==> config.mk <==
export PLATFORM = sky130hd
export DESIGN_NAME = manual_pedal_sequencer
export DESIGN_NICKNAME = d
export VERILOG_FILES = /design/src/rtl/manual_pedal_sequencer.sv
export SDC_FILE = /design/constraint.sdc
export NUM_CORES = 1
export LEC_CHECK = 0
export ABC_CLOCK_PERIOD_IN_PS = 5400
export CAP_MARGIN = 20
export CORE_UTILIZATION = 55
export CTS_CLUSTER_DIAMETER = 80
export DETAILED_ROUTE_END_ITERATION = 7
export PLACE_DENSITY = 0.81
export SLEW_MARGIN = 40
export SYNTH_ARGS = -nofsm -noshare
export SYNTH_HDL_FRONTEND = slang
export SYNTH_SLANG_ARGS = --single-unit
export TNS_END_PERCENT = 10
==> constraint.sdc <==
create_clock -name clk -period 5.4 [get_ports clk]
set_input_delay 1.62 -clock clk [delete_from_list [all_inputs] [get_ports clk]]
set_output_delay 1.62 -clock clk [all_outputs]
set_load 0.02 [all_outputs]
==> src/rtl/manual_pedal_sequencer.sv <==
// Command-driven pedal sequencer for the manual drive FSM.
// Takes START/GO_FWD/GO_REV/COAST/STOP commands, drives th/br/cl/rgs until the
// drive FSM reaches the target state, then pulses a response code.
// Optional feature: define SEQ_AUTO_COAST_EN to allow GO_* while MOVING
// (auto coast to STARTED, swap gear, drive again).
module manual_pedal_sequencer #(
    parameter int unsigned SETTLE_CYC  = 4,
    parameter int unsigned TIMEOUT_CYC = 1000,
    parameter int unsigned CNT_W       = 16
) (
    input  logic       clk,
    input  logic       rst_n,
    input  logic       cmd_valid,
    output logic       cmd_ready,
    input  logic [2:0] cmd_op,
    output logic       rsp_valid,
    output logic [1:0] rsp_code,
    input  logic [1:0] state_in,
    output logic       th,
    output logic       br,
    output logic       cl,
    output logic       rgs,
    output logic       busy
);

    localparam logic [2:0] OpStart = 3'd0;
    localparam logic [2:0] OpGoFwd = 3'd1;
    localparam logic [2:0] OpGoRev = 3'd2;
    localparam logic [2:0] OpCoast = 3'd3;
    localparam logic [2:0] OpStop  = 3'd4;

    localparam logic [1:0] DsOff     = 2'b00;
    localparam logic [1:0] DsStarted = 2'b01;
    localparam logic [1:0] DsMoving  = 2'b10;
    localparam logic [1:0] DsStall   = 2'b11;

    localparam logic [1:0] CodeOk      = 2'b00;
    localparam logic [1:0] CodeIllegal = 2'b01;
    localparam logic [1:0] CodeTimeout = 2'b10;
    localparam logic [1:0] CodeStall   = 2'b11;

    localparam logic [CNT_W-1:0] SettleLast  = CNT_W'(SETTLE_CYC - 1);
    localparam logic [CNT_W-1:0] TimeoutLast = CNT_W'(TIMEOUT_CYC - 1);

    typedef enum logic [2:0] {StIdle, StCheck, StSetup, StDrive, StResp, StCoast} state_e;

    state_e           state_q, state_d;
    logic [2:0]       op_q, op_d;
    logic [1:0]       target_q, target_d;
    logic [1:0]       code_q, code_d;
    logic [CNT_W-1:0] cnt_q, cnt_d;
    logic             th_q, th_d, br_q, br_d, cl_q, cl_d, rgs_q, rgs_d;

    logic       chk_legal, is_go, dir_rev;
    logic [1:0] chk_target;
    logic       pat_th, pat_br, pat_cl;
    logic       auto_match, auto_coast, setup_stall;

    // Decode the latched op: legality, target state, drive pedal pattern
    always_comb begin
        chk_legal   = 1'b0;
        chk_target  = DsOff;
        pat_th      = 1'b0;
        pat_br      = 1'b0;
        pat_cl      = 1'b1;
        is_go       = (op_q == OpGoFwd) || (op_q == OpGoRev);
        dir_rev     = (op_q == OpGoRev);
        auto_match  = 1'b0;
        auto_coast  = 1'b0;
        setup_stall = 1'b0;
        case (op_q)
            OpStart: begin
                chk_legal  = (state_in == DsOff);
                chk_target = DsStarted;
                pat_th     = 1'b1;
            end
            OpGoFwd, OpGoRev: begin
`ifdef SEQ_AUTO_COAST_EN
                chk_legal  = (state_in == DsStarted) || (state_in == DsMoving);
`else
                chk_legal  = (state_in == DsStarted);
`endif
                chk_target = DsMoving;
                pat_th     = 1'b1;
                pat_cl     = 1'b0;
            end
            OpCoast: begin
                chk_legal  = (state_in == DsMoving);
                chk_target = DsStarted;
            end
            OpStop: begin
                chk_legal  = (state_in == DsStarted) || (state_in == DsMoving);
                chk_target = DsOff;
                pat_br     = 1'b1;
            end
            default: ;
        endcase
`ifdef SEQ_AUTO_COAST_EN
        if (is_go && state_in == DsMoving) begin
            auto_match = (rgs_q == dir_rev);
            auto_coast = (rgs_q != dir_rev);
        end
        setup_stall = (state_in == DsStall);
`endif
    end

    // Sequencer next-state, counter and pedal next values
    always_comb begin
        state_d  = state_q;
        op_d     = op_q;
        target_d = target_q;
        code_d   = code_q;
        cnt_d    = cnt_q;
        th_d     = th_q;
        br_d     = br_q;
        cl_d     = cl_q;
        rgs_d    = rgs_q;
        unique case (state_q)
            StIdle: begin
                // Hold pattern keeps a MOVING car moving, otherwise neutral
                th_d = (state_in == DsMoving);
                br_d = 1'b0;
                cl_d = (state_in != DsMoving);
                if (cmd_valid) begin
                    op_d    = cmd_op;
                    state_d = StCheck;
                end
            end
            StCheck: begin
                target_d = chk_target;
                if (!chk_legal) begin
                    code_d  = CodeIllegal;
                    state_d = StResp;
                end else if (auto_match) begin
                    code_d  = CodeOk;
                    state_d = StResp;
                end else if (auto_coast) begin
                    th_d    = 1'b0;
                    br_d    = 1'b0;
                    cl_d    = 1'b1;
                    state_d = StCoast;
                end else if (is_go && rgs_q != dir_rev) begin
                    // Gear swap only with clutch in and no throttle
                    th_d    = 1'b0;
                    br_d    = 1'b0;
                    cl_d    = 1'b1;
                    rgs_d   = dir_rev;
                    state_d = StSetup;
                end else begin
                    th_d    = pat_th;
                    br_d    = pat_br;
                    cl_d    = pat_cl;
                    state_d = StDrive;
                end
            end
            StCoast: begin
                if (state_in == DsStarted) begin
                    rgs_d   = dir_rev;
                    state_d = StSetup;
                end else if (state_in == DsStall) begin
                    code_d  = CodeStall;
                    state_d = StResp;
                end else if (cnt_q == TimeoutLast) begin
                    code_d  = CodeTimeout;
                    state_d = StResp;
                end else begin
                    cnt_d = cnt_q + CNT_W'(1);
                end
            end
            StSetup: begin
                if (setup_stall) begin
                    code_d  = CodeStall;
                    state_d = StResp;
                end else if (cnt_q == SettleLast) begin
                    th_d    = pat_th;
                    br_d    = pat_br;
                    cl_d    = pat_cl;
                    state_d = StDrive;
                end else begin
                    cnt_d = cnt_q + CNT_W'(1);
                end
            end
            StDrive: begin
                // Target match is checked first so it wins over stall/timeout
                if (state_in == target_q) begin
                    code_d  = CodeOk;
                    th_d    = (target_q == DsMoving);
                    br_d    = 1'b0;
                    cl_d    = (target_q != DsMoving);
                    state_d = StResp;
                end else if (state_in == DsStall || cnt_q == TimeoutLast) begin
                    code_d  = (state_in == DsStall) ? CodeStall : CodeTimeout;
                    th_d    = 1'b0;
                    br_d    = 1'b0;
                    cl_d    = 1'b1;
                    state_d = StResp;
                end else begin
                    cnt_d = cnt_q + CNT_W'(1);
                end
            end
            StResp: begin
                state_d = StIdle;
            end
            default: begin
                state_d = StIdle;
            end
        endcase
        // Every phase starts its settle/timeout count from zero
        if (state_d != state_q) begin
            cnt_d = '0;
        end
    end

    // State, counter and registered pedal outputs
    always_ff @(posedge clk or negedge rst_n) begin
        if (!rst_n) begin
            state_q  <= StIdle;
            op_q     <= 3'd0;
            target_q <= DsOff;
            code_q   <= CodeOk;
            cnt_q    <= '0;
            th_q     <= 1'b0;
            br_q     <= 1'b0;
            cl_q     <= 1'b1;
            rgs_q    <= 1'b0;
        end else begin
            state_q  <= state_d;
            op_q     <= op_d;
            target_q <= target_d;
            code_q   <= code_d;
            cnt_q    <= cnt_d;
            th_q     <= th_d;
            br_q     <= br_d;
            cl_q     <= cl_d;
            rgs_q    <= rgs_d;
        end
    end

    // Handshake and status decode straight from registered state
    always_comb begin
        cmd_ready = (state_q == StIdle);
        busy      = (state_q != StIdle);
        rsp_valid = (state_q == StResp);
        rsp_code  = code_q;
        th        = th_q;
        br        = br_q;
        cl        = cl_q;
        rgs       = rgs_q;
    end

endmodule
# == Word level (Yosys, flattened, before mapping) ==
# Cells that the tools add are included.
# totals
ff_bits,30
output_inout_bits,9
wordCells,116
# op_classes
n_eq_ne,34
n_reduce_logical,20
n_mux,52
add_sub_neg,1
# ops
cell,count
16-bit 2-to-1 mux,7
16-bit one-hot mux with 3 select lines,1
3-bit 2-to-1 mux,8
"3-bit inequality test, second input constant",8
1-bit 2-to-1 mux,22
"16-bit by 1-bit adder with 16-bit output, second input constant",1
"16-bit by 10-bit == test with 1-bit output, second input constant",1
"16-bit by 2-bit == test with 1-bit output, second input constant",1
"2-bit inequality test, second input constant",8
1-bit one-hot mux with 4 select lines,4
3-bit one-hot mux with 5 select lines,1
"3-bit by 2-bit == test with 1-bit output, second input constant",4
2-bit 2-to-1 mux,6
"3-bit == test, second input constant",3
4-bit AND reduction,2
4-bit nonzero test,2
7-bit AND reduction,1
"2-bit == test, second input constant",3
"3-bit by 1-bit == test with 1-bit output, second input constant",2
3-bit zero test,2
2-bit one-hot mux with 3 select lines,1
3-bit nonzero test,2
5-bit AND reduction,1
2-bit one-hot mux with 2 select lines,1
other kinds (12),15

# == Depth between registers and ports, before layout ==
# logic_depth
ltp_word,9
depth_mapped,9
mapped_depth_nobuf,8

# == Worst setup path before layout ==
# No wires, ideal clock.
# synth_path
path_kind,input-to-reg
startpoint,in state_in[1]
endpoint,reg cnt_q[10]
arrival_time_ns,3.148
path_buffers,1
slack_ns,2.181
stages,9
setup_time_ns,0.071
cell_sequence,inv_1 > ha_1 > mux2i_1 > o22ai_2 > o21a_1 > o31ai_1 > o2111ai_2 > buf_6 > nor2_1
# synth_between
elab_chain_cells,8
# synth_rtl
element,line,rtl
from (decl),18,"input logic [1:0] state_in,"
2-bit by 1-bit == test with 1-bit output (tied with other cells),"81, 92, 157",
"1-bit logical OR, on equally long branches","92, 191",
1-bit one-hot mux with 4 select lines or 3-bit 2-to-1 mux (tied branches),"71, 191",
"3-bit 2-to-1 mux, on equally long branches","131, 185",
3-bit one-hot mux with 5 select lines,118,unique case (state_q)
3-bit inequality test,209,if (state_d != state_q) begin
3-bit inequality test (no line) or 4-bit nonzero test (tied branches),--,
7-bit AND reduction (no line),--,
to (signal assigned),231,cnt_q <= cnt_d;
to (decl),51,"logic [CNT_W-1:0] cnt_q, cnt_d;"
# Several ways; a longest one is shown, not always the timed one.
# A chain may end at the register's enable or synchronous reset.

# == Worst setup path after layout ==
# Ends and elaborated chain as after synthesis.

==> flow_metrics.tcl <==
set metrics [dict create \
    status "complete, no violations" \
    netlist_area_mm2 0.00199 \
    rsz0062_at_grt "no" \
    drcViolationCount 0 \
    grt_usage_pct 24.4 \
    skew_ns 0.0121 \
    synth_seq_area_share_pct 37.8 \
    drive_gt1_share_pct 11.0 \
    drtIter0Drc 84 \
    dpl.hpwl_um 3090 \
    drv_cap 0 \
    synth_flop_cell "dfrtp_1" \
    via_per_inst 6.06 \
    postCtsHoldBufs 0 \
    ant_nets 0 \
    synthDistinctLibCells 55 \
    cts_setup_buffers 0 \
    clock_path_buffers 2 \
    path_class "in2reg" \
    synth_fp_nets 233 \
    synth_mux_area_share_pct 4.79 \
    peakVddDrop_mv 0.348 \
    synth_top_area_share_pct 36.5 \
    grt_max_degree 24 \
    hold_slack_ns 0.483 \
    crit_buf_inv 2 \
    routed_wl_um 4290 \
    path_delay_family "compound AO/OA/AOI/OAI gates" \
    hold_viol_final 0 \
    fmax_ghz 0.261 \
    crit_path_end_kind "flip-flop" \
    fin_util_pct 66.3 \
    ys_seq_elements 30 \
    grt_first_pass_wirelength_um 7330 \
    synthArstFlopShare_pct 100 \
    ios 17 \
    hp-class "reg2reg" \
    tritoncts "built" \
    grt_pass1_vias 1549 \
    cts_sinks 30 \
    nNetsFinal 248 \
    fin_crit_sh_pct 70.9 \
    start_util_pct 58.6 \
    seqCellArea_um2 752 \
    synth_area_leader_cell "dfrtp_1" \
    synth_area_leaders "dfrtp_1 37%, xnor2_1 7.5%, nor2_1 5.7%" \
    nFillCells 280 \
    cts_resized 0 \
    path_cells "clkdlybuf4s50_1, inv_1, ha_1, mux2i_1, o22ai_2, o21a_1, o31ai_1, o2111ai_2, nor2_1" \
    slew_headroom_pct 51.5 \
    synth-adder-area-share_pct 3.15 \
    worst_pin_slew_ns 0.727 \
    start_kind "input port" \
    min_period_ns 3.83 \
    area_growth_pct 13.0 \
    core_area_mm2 0.00339 \
    cts_made_buffers 5 \
    required_ns 5.66 \
    diodes 0 \
    clkLatencyLatePin_ns 0.35 \
    rows 21 \
    yosysWarnings 0 \
    multiInputGateArea_mm2 0.00116 \
    htreeDepth 2 \
    synth_simple_gate_area_share_pct 28.6 \
    die_h_um 62.1 \
    clock-root-buffer "clkbuf_4" \
    antenna_found_initial 0 \
    report.final.slew_viol_count 0 \
    power_density_mw_per_mm2 480 \
    p_leak_nw 0.870 \
    setup_viol 0 \
    cts.clk_slew.worst_paths_ns 0.11 \
    cp.arrival_ns 4.09 \
    avgSynthCellArea_um2 9.03 \
    synth-xor-area-share_pct 7.93 \
    overflow 0 \
    final_cells 282 \
    die_w_um 62.1 \
    cp_max_fo 16 \
    setup-tns-final_ns 0 \
    critPathMaxStageDelay_ns 0.57 \
    slowest_stage "clkdlybuf4s50_1" \
    vias 1709 \
    synth_compound_area_share_pct 13.7 \
    firstDrtPassIters 4 \
    wl_per_cell_um 15.2 \
    port_buffers 16 \
    place.gp.congestion 0.917 \
    syn_inst 220 \
    dp.cells 274 \
    synth_top_family_by_area "simple AND/OR/NAND/NOR gates" \
    synth_edf_count 0 \
    dieArea_mm2 0.00386 \
]
area by class of cell:
cell class | instances | area share [%]
well taps | 46 | 2.56
repair buffers | 17 | 7.47
multi-input cells | 174 | 51.8
flip-flops and latches | 30 | 33.5
clock buffers | 8 | 3.51
inverters | 7 | 1.17
synthesized netlist by cell type, types with 2 or more instances:
master / count
a21oi_2: 3
mux2i_1: 5
and4_1: 2
mux2_2: 4
buf_2: 5
xnor2_1: 17
nor4b_1: 3
or2_2: 2
nor3_1: 6
nand2b_1: 3
nand3_1: 11
o31ai_1: 6
and3_1: 2
o21a_1: 2
inv_1: 6
nor2b_1: 4
nor2_1: 30
dfrtp_1: 29
or3_1: 3
nor4_1: 11
a31oi_1: 2
nor3b_1: 2
a21oi_1: 2
ha_1: 5
a2111oi_0: 2
o21ai_0: 4
a211o_1: 2
nand2_1: 19
nand4_1: 2
cell usage in the layout (no fill, tap or decap), types with 3 or more instances in the layout:
cell,n
a21oi_2,3
clkbuf_4,5
clkbuf_8,3
clkdlybuf4s50_1,16
dfrtp_1,29
ha_1,5
inv_1,6
mux2_2,4
mux2i_1,5
nand2_1,19
nand2b_1,3
nand3_1,11
nor2_1,30
nor2b_1,4
nor3_1,6
nor4_1,11
nor4b_1,3
o21ai_0,4
o31ai_1,6
or3_1,3
xnor2_1,17
registers in the layout, summed over array words and instances (netlist names):
signal	cells
cnt_q	16
br	1
target_q	2
th	1
cl	1
state_q	3
rgs	1
op_q	3
rsp_code	2
path summary, 6_finish.rpt:
check	cells past startpoint	end	slack, ns	start
setup / recovery	9	cnt_q[10]	1.57	state_in[1]
min in group asynchronous	1	state_q[2]	1.55	rst_n
setup reg to reg	6	cnt_q[10]	2.78	state_q[0]
max in group asynchronous	2	rgs	3.21	rst_n
hold reg to reg	2	th	0.48	th
hold / removal	2	th	0.48	th
cell families (layout without fill, tap and decap cells):
family	after synthesis	in the layout
simple gates	107	107
compound gates	35	35
flops	30	30
xor+xnor	18	18
buf+inv	16	32
mux	9	9
fa+ha+maj	5	5
metrics by stage:
stage	power [mW]	instance area (µm²)	setup WS (ns)
floorplan	0.763	1990	2.18
global placement	0.887	2160	1.29
detailed placement	0.902	2170	1.21
CTS	1.08	2250	1.57
global route	1.15	2250	1.38
finish	1.08	2250	1.57
tightest hold or removal path: stages, from the launching register on:
cell and delay [ns]:
dfrtp_1 0.36, nand2_1 0.05, o31ai_1 0.05
metal layers:
layer | vias up | track usage [%] | part of all wire [%] | routed length [µm]
met4 | 0 | 7.85 | 1.4 | 62
met1 | 825 | 35.8 | 48 | 2050
li1 | 822 | - | - | -
met5 | - | 0 | 0 | 0
met2 | 56 | 36.3 | 45 | 1940
met3 | 6 | 4.96 | 5.7 | 243
report_power, final:
group / internal, mW / switching [mW] / leakage (nW)
combinational: 0.227 / 0.319 / 0.431
sequential: 0.277 / 0.0828 / 0.395
clock: 0.0889 / 0.0824 / 0.0446
Note: power is estimated with default switching activity, not from simulation.
